$ cat src/rtl/cpu_mc_pkg.sv
// Shared encodings for the multi-cycle core: instruction modes, opcodes,
// instruction field positions and the sequencer state type.
package cpu_mc_pkg;

    localparam logic [1:0] MODE_RR   = 2'b00;
    localparam logic [1:0] MODE_IMM  = 2'b01;
    localparam logic [1:0] MODE_IFZ  = 2'b10;
    localparam logic [1:0] MODE_IFNZ = 2'b11;

    localparam logic [3:0] OP_ADD  = 4'd0;
    localparam logic [3:0] OP_SUB  = 4'd1;
    localparam logic [3:0] OP_AND  = 4'd2;
    localparam logic [3:0] OP_OR   = 4'd3;
    localparam logic [3:0] OP_XOR  = 4'd4;
    localparam logic [3:0] OP_NOT  = 4'd5;
    localparam logic [3:0] OP_SHL  = 4'd6;
    localparam logic [3:0] OP_SHR  = 4'd7;
    localparam logic [3:0] OP_MOV  = 4'd8;
    localparam logic [3:0] OP_CMP  = 4'd9;
    localparam logic [3:0] OP_BR   = 4'd10;
    localparam logic [3:0] OP_NOP  = 4'd11;  // 11..14 all behave as NOP
    localparam logic [3:0] OP_HALT = 4'd15;

    localparam int F_MODE_HI = 15;
    localparam int F_MODE_LO = 14;
    localparam int F_OP_HI   = 13;
    localparam int F_OP_LO   = 10;
    localparam int F_RD_HI   = 9;
    localparam int F_RD_LO   = 7;
    localparam int F_RS1_HI  = 6;
    localparam int F_RS1_LO  = 4;
    localparam int F_RS2_HI  = 3;
    localparam int F_RS2_LO  = 1;
    localparam int F_IMM_HI  = 3;
    localparam int F_IMM_LO  = 0;

    typedef enum logic [1:0] {
        ST_FETCH = 2'd0,
        ST_EXEC  = 2'd1,
        ST_HALT  = 2'd2
    } state_e;

    // ops 0..8 produce a register result
    function automatic logic writes_rd(input logic [3:0] op);
        return op <= OP_MOV;
    endfunction

    // ops 0..9 update Z/C
    function automatic logic sets_flags(input logic [3:0] op);
        return op <= OP_CMP;
    endfunction

endpackage

$ cat src/rtl/cpu_mc_alu.sv
// Combinational ALU for the multi-cycle core. Carry is the carry-out for ADD,
// the unsigned borrow for SUB/CMP and 0 otherwise.
module cpu_mc_alu
    import cpu_mc_pkg::*;
#(
    parameter int DATA_W = 16
) (
    input  logic [3:0]        op,
    input  logic [DATA_W-1:0] a,
    input  logic [DATA_W-1:0] b,
    output logic [DATA_W-1:0] result,
    output logic              zero,
    output logic              carry
);

    logic [DATA_W:0] sum;
    logic [3:0]      shamt;

    assign shamt = b[3:0];

    // result and carry selection per opcode
    always_comb begin
        sum    = '0;
        result = '0;
        carry  = 1'b0;
        case (op)
            OP_ADD: begin
                sum    = {1'b0, a} + {1'b0, b};
                result = sum[DATA_W-1:0];
                carry  = sum[DATA_W];
            end
            OP_SUB, OP_CMP: begin
                sum    = {1'b0, a} - {1'b0, b};
                result = sum[DATA_W-1:0];
                carry  = sum[DATA_W];
            end
            OP_AND: result = a & b;
            OP_OR:  result = a | b;
            OP_XOR: result = a ^ b;
            OP_NOT: result = ~a;
            OP_SHL: result = (32'(shamt) >= 32'(DATA_W)) ? '0 : (a << shamt);
            OP_SHR: result = (32'(shamt) >= 32'(DATA_W)) ? '0 : (a >> shamt);
            OP_MOV: result = b;
            default: result = '0;
        endcase
    end

    assign zero = (result == '0);

endmodule

$ cat src/rtl/cpu_core_mc.sv
// Multi-cycle core: fetch over a req/valid handshake, single-cycle execute,
// 8-entry register file, Z/C flags, conditional execution, branch and halt.
//
// state    | meaning
// ---------+---------------------------------------------------------------
// ST_FETCH | imem_req high, waiting for imem_valid; latch instruction word
// ST_EXEC  | execute ir, write rd/flags, advance pc, pulse retire
// ST_HALT  | stopped, no fetches; only reset leaves
module cpu_core_mc
    import cpu_mc_pkg::*;
#(
    parameter int DATA_W   = 16,
    parameter int ADDR_W   = 7,
    parameter int RESET_PC = 0
) (
    input  logic              clk,
    input  logic              rst_n,
    output logic              imem_req,
    output logic [ADDR_W-1:0] imem_addr,
    input  logic              imem_valid,
    input  logic [15:0]       imem_data,
    output logic              retire,
    output logic              halted,
    output logic [ADDR_W-1:0] pc,
    input  logic [2:0]        dbg_sel,
    output logic [DATA_W-1:0] dbg_data
);

    state_e            state_q, state_d;
    logic [ADDR_W-1:0] pc_q, pc_d;
    logic [15:0]       ir_q, ir_d;
    logic              z_q, z_d;
    logic              c_q, c_d;
    logic              req_q, req_d;
    logic [DATA_W-1:0] regs_q [8];
    logic [DATA_W-1:0] regs_d [8];

    logic [1:0]        mode;
    logic [3:0]        op;
    logic [2:0]        rd, rs1, rs2;
    logic              cond_ok;
    logic [DATA_W-1:0] alu_a, alu_b, alu_result;
    logic              alu_zero, alu_carry;

    assign mode    = ir_q[F_MODE_HI:F_MODE_LO];
    assign op      = ir_q[F_OP_HI:F_OP_LO];
    assign rd      = ir_q[F_RD_HI:F_RD_LO];
    assign rs1     = ir_q[F_RS1_HI:F_RS1_LO];
    assign rs2     = ir_q[F_RS2_HI:F_RS2_LO];
    assign cond_ok = (mode == MODE_IFZ)  ? z_q  :
                     (mode == MODE_IFNZ) ? !z_q : 1'b1;
    assign alu_a   = regs_q[rs1];
    assign alu_b   = (mode == MODE_IMM) ?
                     {{(DATA_W-4){1'b0}}, ir_q[F_IMM_HI:F_IMM_LO]} : regs_q[rs2];

    cpu_mc_alu #(.DATA_W(DATA_W)) u_alu (
        .op     (op),
        .a      (alu_a),
        .b      (alu_b),
        .result (alu_result),
        .zero   (alu_zero),
        .carry  (alu_carry)
    );

    // sequencer next-state, architectural updates and retire pulse
    always_comb begin
        state_d = state_q;
        pc_d    = pc_q;
        ir_d    = ir_q;
        z_d     = z_q;
        c_d     = c_q;
        regs_d  = regs_q;
        retire  = 1'b0;
        case (state_q)
            ST_FETCH: begin
                if (req_q && imem_valid) begin
                    ir_d    = imem_data;
                    state_d = ST_EXEC;
                end
            end
            ST_EXEC: begin
                retire = 1'b1;
                if (cond_ok && op == OP_HALT) begin
                    state_d = ST_HALT;
                end else begin
                    state_d = ST_FETCH;
                    pc_d    = pc_q + ADDR_W'(1);
                    if (cond_ok) begin
                        if (writes_rd(op)) regs_d[rd] = alu_result;
                        if (sets_flags(op)) begin
                            z_d = alu_zero;
                            c_d = alu_carry;
                        end
                        if (op == OP_BR) pc_d = alu_a[ADDR_W-1:0];
                    end
                end
            end
            ST_HALT: state_d = ST_HALT;
            default: state_d = ST_FETCH;
        endcase
        // registered so reset (or leaving FETCH) drops the request on the next edge
        req_d = (state_d == ST_FETCH);
    end

    // state register with synchronous active-low reset
    always_ff @(posedge clk) begin
        if (!rst_n) begin
            state_q <= ST_FETCH;
            pc_q    <= ADDR_W'(RESET_PC);
            ir_q    <= '0;
            z_q     <= 1'b0;
            c_q     <= 1'b0;
            req_q   <= 1'b0;
            regs_q  <= '{default: '0};
        end else begin
            state_q <= state_d;
            pc_q    <= pc_d;
            ir_q    <= ir_d;
            z_q     <= z_d;
            c_q     <= c_d;
            req_q   <= req_d;
            regs_q  <= regs_d;
        end
    end

    assign imem_req  = req_q;
    assign imem_addr = pc_q;
    assign pc        = pc_q;
    assign halted    = (state_q == ST_HALT);
    assign dbg_data  = regs_q[dbg_sel];

endmodule

$ cat config.mk
export PLATFORM = sky130hd
export DESIGN_NAME = cpu_core_mc
export DESIGN_NICKNAME = d
export VERILOG_FILES = /design/src/rtl/cpu_mc_pkg.sv /design/src/rtl/cpu_mc_alu.sv /design/src/rtl/cpu_core_mc.sv
export SDC_FILE = /design/constraint.sdc
export NUM_CORES = 1
export LEC_CHECK = 0
export BUFFER_PORTS_ARGS = -buffer_cell sky130_fd_sc_hd__clkbuf_2
export CAP_MARGIN = 20
export CORE_MARGIN = 1
export CORE_UTILIZATION = 25
export CTS_CLUSTER_SIZE = 20
export DETAILED_ROUTE_END_ITERATION = 6
export PLACE_DENSITY = 0.4
export SETUP_SLACK_MARGIN = 0.3
export SYNTH_ARGS = -nofsm -noshare
export SYNTH_HDL_FRONTEND = slang
export SYNTH_SLANG_ARGS = --single-unit
$ cat constraint.sdc
create_clock -name clk -period 8.9 [get_ports clk]
set_input_delay 0.445 -clock clk [delete_from_list [all_inputs] [get_ports clk]]
set_output_delay 0.445 -clock clk [all_outputs]
set_load 0.01 [all_outputs]
==> impl_metrics.ini, run 1 <==
[critical_path]
cp_slowest_cell = o21ai_4
path_buf_inv = 1
crit_type = register to register
slowest_delay_ns = 0.77
path_delay_family = compound AO/OA/AOI/OAI gates
worstReg2RegStart = ir_q[1]$_SDFFE_PN0P_
worstPathRequired_ns = 9.29
cp_max_fo = 29
arrival_ns = 6.75
crit_path_start_kind = register
crit_path_end_kind = register
cp-startpoint = ir_q[1]$_SDFFE_PN0P_
crit_chain = mux4_2, o21ai_4, inv_4, nor2_1, a31oi_1, xnor2_1, ha_1, o21a_1, o21ai_0, a21oi_1, nor2_1, o21a_1, o21ai_0, a211oi_1, a31o_2, a221oi_2, nand4_1, o31ai_2

[finish]
nFillCells = 5365
multi_input_area_mm2 = 0.00896
layout_commonest_cell = nand2_1
final_cells = 2102
utilization = 0.284
area_delta_synth_final_pct = 11.8
regArea_mm2 = 0.00311
layout-drive-gt1-share = 0.186
final_cell_area_mm2 = 0.0143
n_antenna_cell = 0
num-nets-final = 1491
final_cell_mix = 195 x nand2_1, 152 x dfxtp_1, 124 x o211a_1

[placement]
dp.cells = 2069
dpl_cell_area_mm2 = 0.0136
dp_hpwl_um = 35600
gp_congestion = 0.936
pre_cts_slack_ns = 2.62
io_buffers = 54

[synthesis]
synth_edf_count = 0
synth_top_area_share = 0.243
async_reset_ff_frac = 0
synth_warnings = 0
dominantRegCellSynth = dfxtp_1
synthesis.nets = 1510
ys_ff_latch = 155
synth_cell_types = 81
syn_avg_cell_area_um2 = 8.88
seq_area_frac_synth = 0.243
synth_area_leaders = dfxtp_1 24%, mux4_2 14%, o211a_1 9.7%
syn-cell-area_mm2 = 0.0128
syn_inst = 1436
synth_top_area_cell = dfxtp_1

[floorplan]
start_util = 0.254
fp-row-count = 82
dieWidth_um = 228
die_y_um = 228
boundaryPins = 55
core_area_mm2 = 0.0503
die_area_mm2 = 0.0519

[clock_tree]
tritoncts = built
clockBufferDepth = 2
clk_pin_slew_ns = 0.07
cts_buffers = 17
postCtsResizedCells = 0
cts_setup_buffers = 0
root_buffer = clkbuf_16
cts_max_level = 4
cts.sinks = 155
hold_buffers = 0
clk_latency_ns = 0.47

[timing]
finClkSkew_ns = 0.0121
drv_slew = 0
hold_viol_final = 0
tightest_slew_ns = 1.13
setup_viol = 0
rsz0062_at_grt = no
finalCritPeriodShare = 0.716
clock.fmax_mhz = 157
setup_tns_ns = 0
slew_headroom = 0.244
layout_setup_ws_ns = 2.53
period_needed_ns = 6.37

[grt]
global_route.usage.total = 0.195
overflow = 0
grt_busiest_layer = met2
grt_pass1_wl_um = 76500
use_met3 = 0.0265
met2_usage = 0.321
grt_pass1_vias = 11500
antenna_found_initial = 0
grt_max_degree = 84
gr-usage-met1 = 0.261

[power]
powerDensity_mw_per_mm2 = 168
power_leakage_nw = 6.44
vdd_ir_drop_max_v = 0.000101

[drt]
drt_first_pass_iters = 6
final_antenna_net_count = 0
drtIter0Drc = 1000
routed_via_density = 5.60
vias = 11800
wl_per_cell_um = 24.1
drcViolationCount = 0
wl_um = 50600

[run_status]
status = complete, no violations

[worst_hold_path]
min_from = imem_data[9]
hp-class = input pin to register

[flow_run]
maxCapViolCount = 0
## stage by stage
| step | power (W) | hold WS (ns) |
|---|---|---|
| after floorplan | 0.00128 | 0.438 |
| final | 0.00240 | 0.209 |
| after CTS | 0.00242 | 0.190 |
| after global placement | 0.00156 | 0.505 |
| after global routing | 0.00251 | 0.217 |
| after detailed placement | 0.00156 | 0.511 |
## logic make-up after synthesis
group,Yosys count,synth area share
AOI/OAI and AO/OA,387,0.241
and+or+nand+nor,483,0.180
adders and majority gates,52,0.0516
buffers and inverters,168,0.0562
DFF,155,0.243
muxes,168,0.213
xor gates and xnor gates,23,0.0158
## cell type report
class                           instances  area share
Sequential cell                       155       0.218
Multi-Input combinational cell       1113       0.629
Clock buffer                           17      0.0298
Timing Repair Buffer                   87      0.0365
Clock inverter                         15      0.0165
Inverter                               43      0.0115
Tap cell                              672      0.0590
## routing by layer
metal / part of all wire / vias to the layer above
li1: - / 5370
met1: 0.46 / 5989
met2: 0.47 / 350
met3: 0.046 / 61
met4: 0.024 / 0
met5: 0 / -
## final timing paths
path	to	slack, ns	cells after the start
setup reg to reg	z_q$_SDFFE_PN0P_	2.53	18
setup / recovery	z_q$_SDFFE_PN0P_	2.53	18
hold / removal	ir_q[9]$_SDFFE_PN0P_	0.21	3
hold reg to reg	ir_q[14]$_SDFFE_PN0P_	0.52	2
## registers in the layout, summed over array words and instances (netlist names)
register and flops:
imem_req 1, imem_addr 7, state_q 2, ir_q 16, regs_q 128, z_q 1
## synthesized netlist by cell type (all sizes together), types with 9 or more instances
master and number:
nor3b 14, xnor2 21, mux4 77, o211a 124, dfxtp 155, and3 16, nor2 97, nand2b 24
inv 41, a21oi 38, or2 16, nand3 17, o22ai 19, buf 53, a22oi 17, mux2i 58
and2 16, nor2b 17, nand2 195, a21boi 18, o221ai 13, a221oi 9, clkbuf 72, mux2 33
ha 51, nor3 37, o21ai 65, a211oi 21
## report_power, final
group	switching (W)	internal [W]	total (W)
logic	0.000566	0.000264	0.000830
clock network	0.000344	0.000503	0.000847
registers	0.0000171	0.000704	0.000721
total	0.000927	0.00147	0.00240
## tightest hold or removal path, cell delays in order
cell	delay (ns)
clkbuf_2	0.08
nand2_1	0.04
a21boi_0	0.06
(Power assumes the default switching activity.)
==> inputs of run 2 (changes only) <==
--- a/config.mk
+++ b/config.mk
@@ -5,6 +5,7 @@
 export SDC_FILE = /design/constraint.sdc
 export NUM_CORES = 1
 export LEC_CHECK = 0
+export ABC_AREA = 1
 export BUFFER_PORTS_ARGS = -buffer_cell sky130_fd_sc_hd__clkbuf_2
 export CAP_MARGIN = 20
 export CORE_MARGIN = 1
==> constraint.sdc (replaced) <==
create_clock -name clk -period 6.51 [get_ports clk]
set_input_delay 0.3255 -clock clk [delete_from_list [all_inputs] [get_ports clk]]
set_output_delay 0.3255 -clock clk [all_outputs]
set_load 0.01 [all_outputs]
==> impl_metrics.ini, run 2 <==
[timing]
tightest_slew_ns = 1.02
hold_viol_final = 0
finalCritPeriodShare = 0.824
drv_slew = 0
period_needed_ns = 5.36
slew_headroom = 0.319
clock.fmax_mhz = 186
rsz0062_at_grt = no
setup_tns_ns = 0
layout_setup_ws_ns = 1.15
setup_viol = 0
finClkSkew_ns = 0.0159

[placement]
gp_congestion = 0.937
pre_cts_slack_ns = 1.30
io_buffers = 54
dp_hpwl_um = 42100

[power]
finalPower_w = 0.00368
powerDensity_mw_per_mm2 = 255
power_leakage_nw = 6.58
vdd_ir_drop_max_v = 0.000132

[synthesis]
synth_area_leaders = dfxtp_1 24%, nand2_1 14%, o21ai_0 9.8%
synth_top_area_share = 0.238
syn_avg_cell_area_um2 = 6.01
synth_xor_area_frac = 0.0148
synth_top_area_cell = dfxtp_1
synth-simple-area-share = 0.300
synth_compound_area_frac = 0.257
dominantRegCellSynth = dfxtp_1
async_reset_ff_frac = 0
synth_edf_count = 0
seq_area_frac_synth = 0.238
ys_ff_latch = 155
synth_warnings = 0
synth_top_family_by_area = simple AND/OR/NAND/NOR gates
syn_inst = 2169
synthAdderAreaFrac = 0.0505
synth_most_common_cell = nand2_1
synthesis.nets = 2243
syn-cell-area_mm2 = 0.0130
synthMuxAreaShare = 0
synthTopCellsByCount = 497 x nand2_1, 277 x inv_1, 255 x o21ai_0
synth_cell_types = 50

[grt]
overflow = 0
antenna_found_initial = 1
grt_max_degree = 75
grt_pass1_wl_um = 89400
grt_pass1_vias = 13800
global_route.usage.total = 0.227

[drt]
wl_per_cell_um = 21.1
final_antenna_net_count = 0
wl_um = 60200
drtIter0Drc = 1344
drcViolationCount = 0
drt_first_pass_iters = 6
routed_via_density = 5.11
vias = 14600

[critical_path]
crit_type = register to register
reg2regPathDepth = 28
worstReg2RegStart = ir_q[1]$_SDFFE_PN0P_
crit_path_end_kind = register
cp_max_fo = 45
worstPathRequired_ns = 6.92
path_buf_inv = 5
rrSetupSlack_ns = 1.15
crit_path_start_kind = register
arrival_ns = 5.77
slowest_delay_ns = 0.68
path_delay_family = simple AND/OR/NAND/NOR gates
cp-startpoint = ir_q[1]$_SDFFE_PN0P_
path_common_cell = nand2_1
cp_slowest_cell = dfxtp_2
reg2reg_to = z_q$_SDFFE_PN0P_

[floorplan]
core_area_mm2 = 0.0514
fp-row-count = 83
dieWidth_um = 230
boundaryPins = 55
die_y_um = 230
start_util = 0.254
die_area_mm2 = 0.0530

[worst_hold_path]
hold-path-endpoint = ir_q[8]$_SDFFE_PN0P_
whs_path_depth = 3
hp-class = input pin to register
min_from = imem_data[8]

[finish]
n_antenna_cell = 0
largest_reg_flops = 128
utilization = 0.280
regMostFlops = regs_q
layout_commonest_cell = nand2_1
area_delta_synth_final_pct = 10.6
num-nets-final = 2234
layout-drive-gt1-share = 0.0898
final_cell_mix = 497 x nand2_1, 277 x inv_1, 255 x o21ai_0

[clock_tree]
tritoncts = built
clk_pin_slew_ns = 0.08
clockBufferDepth = 2
clk_latency_ns = 0.49
cts_max_level = 4
cts_buffers = 17
root_buffer = clkbuf_16
cts.sinks = 155
postCtsResizedCells = 0

[flow_run]
maxCapViolCount = 0

[run_status]
status = complete, no violations
-- run 2: cell count changes after synthesis, moves of 32 or more --
cell,before,now
a21oi_1,38,251
inv_1,40,277
mux2_2,32,0
mux2i_1,54,0
mux4_2,77,0
nand2_1,195,497
nand3_1,17,210
o211a_1,124,0
o21ai_0,57,255
-- run 2: metrics by stage --
step	std cells	hold slack, ns	area [um^2]
after floorplan	2169	0.438	13000
after global placement	2820	0.486	13800
after detailed placement	2820	0.481	13800
after CTS	2852	0.00513	14400
after global routing	2852	0.0399	14400
final	2852	0.0322	14400
-- run 2: layout make-up --
class,count,area [um^2]
fill,5846,37000
multi-input combinational,1588,8120
sequential,155,3110
inverter,299,1130
tap,680,851
timing repair buffer,99,611
clock buffer,21,460
clock inverter,10,139
-- run 2: per-layer routing --
metal,vias up,share of wire,global-route usage
met2,443,0.46,0.378
met5,-,0,0
li1,7150,-,-
met1,6896,0.46,0.301
met4,0,0.022,0.0629
met3,72,0.055,0.0373
-- run 2: worst register-to-register path, delay by kind of cell, from the launching register on --
kind            cells  cell delay [ns]
buf+inv             5             0.84
xor+xnor            2             0.30
simple gates       14             2.16
flops               1             0.68
fa+ha+maj           1             0.36
compound gates      6             0.97
-- run 2: kinds of logic (layout without fill, tap and decap cells) --
logic type	Yosys count	count (layout)
AND/OR/NAND/NOR	894	894
AO/OA/AOI/OAI	620	620
buffers and inverters	426	429
flip-flops	155	155
adder cells (fa/ha/maj)	52	52
XOR/XNOR	22	22
-- run 2: worst max path at each step --
stage,cells after the start,slack [ns],end
final,28,1.15,z_q$_SDFFE_PN0P_
after global routing,28,0.69,z_q$_SDFFE_PN0P_
after CTS,28,1.24,z_q$_SDFFE_PN0P_
after detailed placement,28,1.30,z_q$_SDFFE_PN0P_
after global placement,28,1.21,z_q$_SDFFE_PN0P_
after floorplan,34,2.69,z_q$_SDFFE_PN0P_
-- run 2: what timing repair did --
action / 4_1_cts / 5_1_grt
endpoints found under the hold margin: 1 / 0
hold buffers: 1 / 0
setup buffers: 0 / 0
-- run 2: where the power goes --
group	internal, W	switching, W
registers	0.000963	0.0000170
logic	0.000435	0.00118
clock network	0.000621	0.000460
